==> src/rtl/ram_walk_pkg.sv <==
// ============================================================================
// Module  : ram_walk_pkg
// Brief   : Shared types and constants for the RAM walk master.
// Revision: 1.0 - initial release
// ============================================================================
`default_nettype none

package ram_walk_pkg;

    localparam int DEF_ADDR_W = 11;
    localparam int DEF_DATA_W = 32;

    localparam logic OP_FILL  = 1'b0;
    localparam logic OP_CHECK = 1'b1;

    typedef enum logic [2:0] {
        ST_IDLE  = 3'd0,
        ST_FILL  = 3'd1,
        ST_READ  = 3'd2,
        ST_DRAIN = 3'd3,
        ST_DONE  = 3'd4
    } state_t;

endpackage

`default_nettype wire

==> src/rtl/ram_walk_if.sv <==
// ============================================================================
// Module  : ram_walk_if
// Brief   : Avalon-MM s1 port bundle between the walk master and the RAM.
// Revision: 1.0 - initial release
// ============================================================================
`default_nettype none

interface ram_walk_if #(
    parameter int ADDR_W = 11,
    parameter int DATA_W = 32
) ();
    localparam int BE_W = DATA_W / 8;

    logic [ADDR_W-1:0] m_address;
    logic [BE_W-1:0]   m_byteenable;
    logic              m_chipselect;
    logic              m_write;
    logic [DATA_W-1:0] m_writedata;
    logic [DATA_W-1:0] m_readdata;
    logic              m_clken;

    modport master (
        output m_address, m_byteenable, m_chipselect, m_write, m_writedata, m_clken,
        input  m_readdata
    );

    modport slave (
        input  m_address, m_byteenable, m_chipselect, m_write, m_writedata, m_clken,
        output m_readdata
    );
endinterface

`default_nettype wire

==> src/rtl/ram_walk_pattern_gen.sv <==
// ============================================================================
// Module  : ram_walk_pattern_gen
// Brief   : Expected-word generator: current word plus a copy aligned to read data.
// Revision: 1.0 - initial release
// ============================================================================
`default_nettype none

module ram_walk_pattern_gen
    import ram_walk_pkg::*;
#(
    parameter int ADDR_W = DEF_ADDR_W,
    parameter int DATA_W = DEF_DATA_W
) (
    input  wire logic              clk,
    input  wire logic              reset,
    input  wire logic              load,
    input  wire logic [DATA_W-1:0] seed,
    input  wire logic              incr,
    input  wire logic              issue,
    input  wire logic [ADDR_W:0]   idx,
    output logic      [DATA_W-1:0] exp_cur,
    output logic      [DATA_W-1:0] exp_dly
);

    logic [DATA_W-1:0] seed_q, seed_d;
    logic              incr_q, incr_d;
    logic [DATA_W-1:0] exp_cur_q, exp_cur_d;
    logic [DATA_W-1:0] exp_dly_q, exp_dly_d;
    logic [DATA_W-1:0] next_exp;

    always_comb begin
        seed_d = seed_q;
        incr_d = incr_q;
        if (load) begin
            seed_d = seed;
            incr_d = incr;
        end
        // Word 0 is issued in the same cycle the seed is captured.
        if (load)
            next_exp = seed;
        else if (incr_q)
            next_exp = seed_q + DATA_W'(idx);
        else
            next_exp = seed_q;
        exp_cur_d = issue ? next_exp : exp_cur_q;
        exp_dly_d = exp_cur_q;
    end

    always_ff @(posedge clk) begin
        if (reset) begin
            seed_q    <= '0;
            incr_q    <= 1'b0;
            exp_cur_q <= '0;
            exp_dly_q <= '0;
        end else begin
            seed_q    <= seed_d;
            incr_q    <= incr_d;
            exp_cur_q <= exp_cur_d;
            exp_dly_q <= exp_dly_d;
        end
    end

    assign exp_cur = exp_cur_q;
    assign exp_dly = exp_dly_q;

endmodule

`default_nettype wire

==> src/rtl/ram_walk_master.sv <==
// ============================================================================
// Module  : ram_walk_master
// Brief   : Fills or checks a word range of the on-chip RAM with a seed pattern.
// Revision: 1.0 - initial release
// ============================================================================
`default_nettype none

module ram_walk_master
    import ram_walk_pkg::*;
#(
    parameter int ADDR_W = DEF_ADDR_W,
    parameter int DATA_W = DEF_DATA_W,
    parameter int BE_W   = DATA_W / 8
) (
    input  wire logic              clk,
    input  wire logic              reset,
    input  wire logic              cmd_start,
    input  wire logic              cmd_op,
    input  wire logic              cmd_incr,
    input  wire logic [ADDR_W-1:0] cmd_base,
    input  wire logic [ADDR_W:0]   cmd_len,
    input  wire logic [DATA_W-1:0] cmd_pattern,
    output logic                   cmd_busy,
    output logic                   cmd_done,
    output logic      [ADDR_W:0]   err_count,
    output logic      [ADDR_W-1:0] err_first_addr,
    output logic                   err_seen,
    ram_walk_if.master             m
);

    localparam logic [ADDR_W:0] C_ERR_MAX = {1'b1, {ADDR_W{1'b0}}};
    localparam logic [ADDR_W:0] C_ONE     = (ADDR_W+1)'(1);

    state_t            state_q, state_d;
    logic [ADDR_W:0]   idx_q, idx_d;
    logic [ADDR_W:0]   len_q, len_d;
    logic [ADDR_W-1:0] base_q, base_d;
    logic [ADDR_W-1:0] addr_q, addr_d;
    logic [ADDR_W-1:0] cmp_addr_q, cmp_addr_d;
    logic              cs_q, cs_d;
    logic              wr_q, wr_d;
    logic              done_q, done_d;
    logic              rd_vld_q, rd_vld_d;
    logic              cmp_vld_q, cmp_vld_d;
    logic [ADDR_W:0]   err_count_q, err_count_d;
    logic [ADDR_W-1:0] err_first_q, err_first_d;
    logic              err_seen_q, err_seen_d;
    logic              load;
    logic              issue;
    logic [DATA_W-1:0] exp_cur;
    logic [DATA_W-1:0] exp_dly;

    ram_walk_pattern_gen #(
        .ADDR_W (ADDR_W),
        .DATA_W (DATA_W)
    ) u_pattern_gen (
        .clk     (clk),
        .reset   (reset),
        .load    (load),
        .seed    (cmd_pattern),
        .incr    (cmd_incr),
        .issue   (issue),
        .idx     (idx_q),
        .exp_cur (exp_cur),
        .exp_dly (exp_dly)
    );

    always_comb begin
        state_d     = state_q;
        idx_d       = idx_q;
        len_d       = len_q;
        base_d      = base_q;
        addr_d      = addr_q;
        cs_d        = 1'b0;
        wr_d        = 1'b0;
        rd_vld_d    = 1'b0;
        done_d      = 1'b0;
        load        = 1'b0;
        issue       = 1'b0;
        cmp_vld_d   = rd_vld_q;
        cmp_addr_d  = addr_q;
        err_count_d = err_count_q;
        err_first_d = err_first_q;
        err_seen_d  = err_seen_q;

        // Read data for the address on the bus last cycle arrives now.
        if (cmp_vld_q && (m.m_readdata != exp_dly)) begin
            if (err_count_q != C_ERR_MAX)
                err_count_d = err_count_q + C_ONE;
            if (!err_seen_q) begin
                err_first_d = cmp_addr_q;
                err_seen_d  = 1'b1;
            end
        end

        case (state_q)
            ST_IDLE: begin
                if (cmd_start) begin
                    load   = 1'b1;
                    base_d = cmd_base;
                    len_d  = cmd_len;
                    idx_d  = C_ONE;
                    if (cmd_op == OP_CHECK) begin
                        err_count_d = '0;
                        err_first_d = '0;
                        err_seen_d  = 1'b0;
                    end
                    if (cmd_len == '0) begin
                        state_d = ST_DONE;
                        done_d  = 1'b1;
                    end else begin
                        issue    = 1'b1;
                        cs_d     = 1'b1;
                        wr_d     = (cmd_op == OP_FILL);
                        rd_vld_d = (cmd_op == OP_CHECK);
                        addr_d   = cmd_base;
                        state_d  = (cmd_op == OP_FILL) ? ST_FILL : ST_READ;
                    end
                end
            end
            ST_FILL, ST_READ: begin
                if (idx_q == len_q) begin
                    if (state_q == ST_FILL) begin
                        state_d = ST_DONE;
                        done_d  = 1'b1;
                    end else begin
                        state_d = ST_DRAIN;
                    end
                end else begin
                    issue    = 1'b1;
                    cs_d     = 1'b1;
                    wr_d     = (state_q == ST_FILL);
                    rd_vld_d = (state_q == ST_READ);
                    addr_d   = base_q + idx_q[ADDR_W-1:0];
                    idx_d    = idx_q + C_ONE;
                end
            end
            ST_DRAIN: begin
                state_d = ST_DONE;
                done_d  = 1'b1;
            end
            ST_DONE: state_d = ST_IDLE;
            default: state_d = ST_IDLE;
        endcase
    end

    always_ff @(posedge clk) begin
        if (reset) begin
            state_q     <= ST_IDLE;
            idx_q       <= '0;
            len_q       <= '0;
            base_q      <= '0;
            addr_q      <= '0;
            cmp_addr_q  <= '0;
            cs_q        <= 1'b0;
            wr_q        <= 1'b0;
            done_q      <= 1'b0;
            rd_vld_q    <= 1'b0;
            cmp_vld_q   <= 1'b0;
            err_count_q <= '0;
            err_first_q <= '0;
            err_seen_q  <= 1'b0;
        end else begin
            state_q     <= state_d;
            idx_q       <= idx_d;
            len_q       <= len_d;
            base_q      <= base_d;
            addr_q      <= addr_d;
            cmp_addr_q  <= cmp_addr_d;
            cs_q        <= cs_d;
            wr_q        <= wr_d;
            done_q      <= done_d;
            rd_vld_q    <= rd_vld_d;
            cmp_vld_q   <= cmp_vld_d;
            err_count_q <= err_count_d;
            err_first_q <= err_first_d;
            err_seen_q  <= err_seen_d;
        end
    end

    // Strobes are masked by reset so a mid-command abort issues no write in the reset cycle.
    assign m.m_chipselect  = cs_q & ~reset;
    assign m.m_write       = wr_q & ~reset;
    assign m.m_address     = addr_q;
    assign m.m_writedata   = exp_cur;
    assign m.m_byteenable  = {BE_W{1'b1}};
    assign m.m_clken       = 1'b1;

    assign cmd_busy        = (state_q != ST_IDLE);
    assign cmd_done        = done_q;
    assign err_count       = err_count_q;
    assign err_first_addr  = err_first_q;
    assign err_seen        = err_seen_q;

endmodule

`default_nettype wire

==> src/flat_wrapper.sv <==
// flat-port wrapper written by rule: the top's interface ports become plain ports
module ram_walk_master_flat import ram_walk_pkg::*;
#(
    parameter int ADDR_W = DEF_ADDR_W,
    parameter int DATA_W = DEF_DATA_W,
    parameter int BE_W   = DATA_W / 8
)
  (clk, reset, cmd_start, cmd_op, cmd_incr, cmd_base, cmd_len, cmd_pattern, cmd_busy, cmd_done, err_count, err_first_addr, err_seen, m_m_address, m_m_byteenable, m_m_chipselect, m_m_write, m_m_writedata, m_m_clken, m_m_readdata);
  ram_walk_if #(.ADDR_W(ADDR_W), .DATA_W(DATA_W)) m_i ();
  input  wire logic clk;
  input  wire logic reset;
  input  wire logic cmd_start;
  input  wire logic cmd_op;
  input  wire logic cmd_incr;
  input  wire logic [ADDR_W-1:0] cmd_base;
  input  wire logic [ADDR_W:0] cmd_len;
  input  wire logic [DATA_W-1:0] cmd_pattern;
  output logic cmd_busy;
  output logic cmd_done;
  output logic      [ADDR_W:0] err_count;
  output logic      [ADDR_W-1:0] err_first_addr;
  output logic err_seen;
  output wire logic [$bits(m_i.m_address)-1:0] m_m_address;
  output wire logic [$bits(m_i.m_byteenable)-1:0] m_m_byteenable;
  output wire logic [$bits(m_i.m_chipselect)-1:0] m_m_chipselect;
  output wire logic [$bits(m_i.m_write)-1:0] m_m_write;
  output wire logic [$bits(m_i.m_writedata)-1:0] m_m_writedata;
  output wire logic [$bits(m_i.m_clken)-1:0] m_m_clken;
  input wire logic [$bits(m_i.m_readdata)-1:0] m_m_readdata;
  assign m_m_address = m_i.m_address;
  assign m_m_byteenable = m_i.m_byteenable;
  assign m_m_chipselect = m_i.m_chipselect;
  assign m_m_write = m_i.m_write;
  assign m_m_writedata = m_i.m_writedata;
  assign m_m_clken = m_i.m_clken;
  assign m_i.m_readdata = m_m_readdata;
  ram_walk_master #(.ADDR_W(ADDR_W), .DATA_W(DATA_W), .BE_W(BE_W)) u_core (.clk(clk), .reset(reset), .cmd_start(cmd_start), .cmd_op(cmd_op), .cmd_incr(cmd_incr), .cmd_base(cmd_base), .cmd_len(cmd_len), .cmd_pattern(cmd_pattern), .cmd_busy(cmd_busy), .cmd_done(cmd_done), .err_count(err_count), .err_first_addr(err_first_addr), .err_seen(err_seen), .m(m_i));
endmodule
==> config.mk <==
export PLATFORM = sky130hd
export DESIGN_NAME = ram_walk_master_flat
export DESIGN_NICKNAME = d
export VERILOG_FILES = /design/src/rtl/ram_walk_pkg.sv /design/src/rtl/ram_walk_if.sv /design/src/rtl/ram_walk_pattern_gen.sv /design/src/rtl/ram_walk_master.sv /design/src/flat_wrapper.sv
export SDC_FILE = /design/constraint.sdc
export NUM_CORES = 1
export LEC_CHECK = 0
export ABC_AREA = 1
export ABC_CLOCK_PERIOD_IN_PS = 3600
export BUFFER_PORTS_ARGS = -buffer_cell sky130_fd_sc_hd__buf_2
export CAP_MARGIN = 40
export CORE_MARGIN = 8
export CORE_UTILIZATION = 35
export DETAILED_ROUTE_END_ITERATION = 10
export GPL_TIMING_DRIVEN = 1
export SYNTH_ARGS = -nofsm -noshare
export SYNTH_HDL_FRONTEND = slang
export SYNTH_SLANG_ARGS = --single-unit
==> constraint.sdc <==
create_clock -name clk -period 3.6 [get_ports clk]
set_input_delay 0.36 -clock clk [delete_from_list [all_inputs] [get_ports clk]]
set_output_delay 0.36 -clock clk [all_outputs]
set_load 0.02 [all_outputs]
==> impl_metrics.ini <==
[status]
outcome = complete, no violations

[worst_setup_path]
crit_path_end_kind = register
crit_type = reg2reg
ff2ff_setup_slack_ns = 0.88
ff2ff_path_depth = 11
cp.required_ns = 3.96
max_stage_delay_ns = 0.67
cp_top_family = simple AND/OR/NAND/NOR gates
path_cells = inv_1 -> nand2_1 -> inv_2 -> nand2_2 -> buf_4 -> nand2_1 -> nand2_1 -> o21ai_0 -> nand2_1 -> nor2_1 -> nor2_1
worst-path-max-fanout = 73
cp_num_buf_inv = 3
r2r_end = u_core.u_pattern_gen.exp_cur[3]$_SDFFE_PP0P_
critPathArrivalTime_ns = 3.09
reg2reg_from = u_core.state_q[1]$_SDFFE_PP0P_
start_kind = register
crit_slowest_cell = nand2_1
cpMostUsedCell = nand2_1

[power_and_ir_drop]
ir_worst_vdd_v = 0.000508
clkPwrFrac_pct = 23.6
switching_power_w = 0.00355
swShare_pct = 44.1
p_leak_nw = 5.77
powerDensity_nw_per_um2 = 692
seq_power_share_pct = 35.2
power_frac_comb_pct = 41.2
p_int_w = 0.00450

[yosys]
synth_flop_cell = dfxtp_1
avgSynthCellArea_um2 = 6.46
ys.warnings.count = 0
synthCells = 1533
syn_area_um2 = 9900
synth_edf_count = 0
synthArstFlopShare_pct = 0
synth_cell_types = 34
synth_seq_cells = 186
ys_seq_area_share_pct = 37.6

[clocking]
holdBufCountCts = 0
htree_num_levels = 4
cts_num_sinks = 186
cts_root_buf = clkbuf_16
post_cts_buffers = 0
clk_latency_ns = 0.43
clk_pin_slew_ns = 0.08
cts_buffers = 17
cts_tree = built
clockBufferDepth = 2
cts_resized = 0

[timing]
worst_pin_slew_ns = 0.821
relSlewSlack_pct = 45.1
period_minus_slack_ns = 2.72
setup_viol = 0
finClkSkew_ns = 0.0147
setup_ws_ns = 0.877
final_hold_viol_count = 0
slew_viol_final = 0
grt_setup_unrepaired = false
max_freq_mhz = 367
period_share_pct = 75.6
setup_tns_ns = 0

[grt]
overflow = 0
grt_pass1_vias = 8969
antenna_found_initial = 1
grt_pass1_wl_um = 47100
grt_use_total_pct = 17.5
grt_max_degree = 74

[floorplan]
coreArea_um2 = 27900
rows = 61
dieArea_um2 = 33900
die_h_um = 184
io_pins = 168
start_util_pct = 35.6
die_x_um = 184

[run]
drv_cap = 0

[routing]
wl_um = 30200
routed_via_density = 4.71
drtIter0Drc = 630
drt-pass1-iter-count = 7
vias = 9720
detail_route.wl_per_cell_um = 14.6
ant_nets = 0
drc = 0

[final_layout]
num-fill-cells = 2991
drive_gt1_share_pct = 13.2
fin_nets = 1791
multi_input_area_um2 = 5180
final_cell_mix = 453 x nand2_1, 241 x nor2_1, 195 x inv_1, 186 x dfxtp_1, 161 x buf_2
mostFrequentLayoutCell = nand2_1
syn2layout_area_growth_pct = 17.4
seq_area_um2 = 3720

[worst_hold_path]
worstHoldPathType = in2reg
holdCritStartpoint = cmd_base[8]
worstHoldPathCells = 3
whs_endpoint = u_core.base_q[8]$_SDFFE_PP0P_

[place]
dp_hpwl_um = 23000
gp_congestion = 0.911
portBuffers = 162
dp_slack_ns = 0.940
==> worst max-delay path by stage <==
stage / startpoint / endpoint / depth (start not counted)
floorplan: u_core.idx_q[0]$_SDFFE_PP0P_ / u_core.u_pattern_gen.exp_cur[16]$_SDFFE_PP0P_ / 12
global placement: u_core.state_q[1]$_SDFFE_PP0P_ / u_core.u_pattern_gen.exp_cur[4]$_SDFFE_PP0P_ / 11
detailed placement: u_core.state_q[1]$_SDFFE_PP0P_ / u_core.u_pattern_gen.exp_cur[4]$_SDFFE_PP0P_ / 11
CTS: u_core.state_q[1]$_SDFFE_PP0P_ / u_core.u_pattern_gen.exp_cur[4]$_SDFFE_PP0P_ / 11
global route: u_core.state_q[1]$_SDFFE_PP0P_ / u_core.u_pattern_gen.exp_cur[4]$_SDFFE_PP0P_ / 11
finish: u_core.state_q[1]$_SDFFE_PP0P_ / u_core.u_pattern_gen.exp_cur[3]$_SDFFE_PP0P_ / 11
==> Yosys cell counts (6+ instances only) <==
master	n	area share [%]
nand3b_1	7	0.53
buf_2	16	0.81
xor2_1	23	2.0
o21ai_0	44	2.2
or2_2	9	0.57
clkbuf_1	28	1.1
nand2_1	454	17
nand3_1	78	3.9
nor2_1	241	9.1
nand4_1	26	1.6
xnor2_1	38	3.4
dfxtp_1	186	38
a21oi_1	106	5.4
inv_1	195	7.4
ha_1	25	3.2
nor3_1	16	0.81
buf_4	6	0.45
==> through the flow <==
step / instance area, um2 / power (W) / std cells / hold WS (ns) / utilization (%)
floorplan: 9920 / 0.00512 / 1537 / 0.388 / -
global placement: 11000 / 0.00615 / 2031 / 0.409 / 39.5
detailed placement: 11000 / 0.00618 / 2031 / 0.404 / 39.5
CTS: 11600 / 0.00809 / 2063 / 0.169 / 41.7
global route: 11600 / 0.00863 / 2064 / 0.176 / 41.7
finish: 11600 / 0.00805 / 2065 / 0.183 / 41.7
==> sequential cells by signal, indices dropped and copies added, names as in the netlist, 3 cells and up <==
name                          cells
u_core.base_q                    11
u_core.cmp_addr_q                11
u_core.err_count                 12
u_core.err_first_addr            11
u_core.idx_q                     12
u_core.len_q                     12
u_core.m.m_address               11
u_core.state_q                    3
u_core.u_pattern_gen.exp_cur     32
u_core.u_pattern_gen.exp_dly     32
u_core.u_pattern_gen.seed_q      32
==> logic make-up (layout without fill, tap and decap cells) <==
| logic type | Yosys count | after routing | synth area share, % |
|---|---|---|---|
| AND/OR/NAND/NOR | 839 | 839 | 34.5 |
| buffers and inverters | 256 | 404 | 10.3 |
| AO/OA/AOI/OAI | 161 | 161 | 8.44 |
| multiplexers | 2 | 2 | 0.202 |
| other | 1 | 7 | 0.0379 |
| XOR/XNOR | 61 | 61 | 5.39 |
| adder cells (fa/ha/maj) | 27 | 27 | 3.56 |
| flip-flops | 186 | 186 | 37.6 |
==> power by group through the flow <==
stage                     logic (W)  clock network (W)  registers (W)
final                       0.00332            0.00190        0.00283
after global placement      0.00328                  0        0.00287
after CTS                   0.00332            0.00194        0.00283
after floorplan             0.00208                  0        0.00304
after detailed placement    0.00331                  0        0.00288
after global routing        0.00370            0.00204        0.00289
==> layout make-up <==
cell class                 count  share of cell area [%]
multi-input combinational   1095                    44.5
sequential                   186                    32.0
timing repair buffer         171                    7.57
inverter                     201                    6.49
tap                          378                    4.07
clock buffer                  18                    3.78
clock inverter                14                    1.50
antenna                        2                  0.0430
==> metal layers <==
| metal | wire (um) | GRT usage [%] | vias up |
|---|---|---|---|
| li1 | - | - | 5041 |
| met1 | 14400 | 24.1 | 4322 |
| met2 | 13100 | 26.9 | 315 |
| met3 | 1900 | 3.05 | 42 |
| met4 | 763 | 6.39 | 0 |
| met5 | 0 | 0 | - |
==> tightest hold or removal path, cell delays in order <==
cell and delay (ns):
buf_2 0.10, nand2_1 0.05, a21oi_1 0.05
No activity file was read; power rests on OpenSTA's default activity.
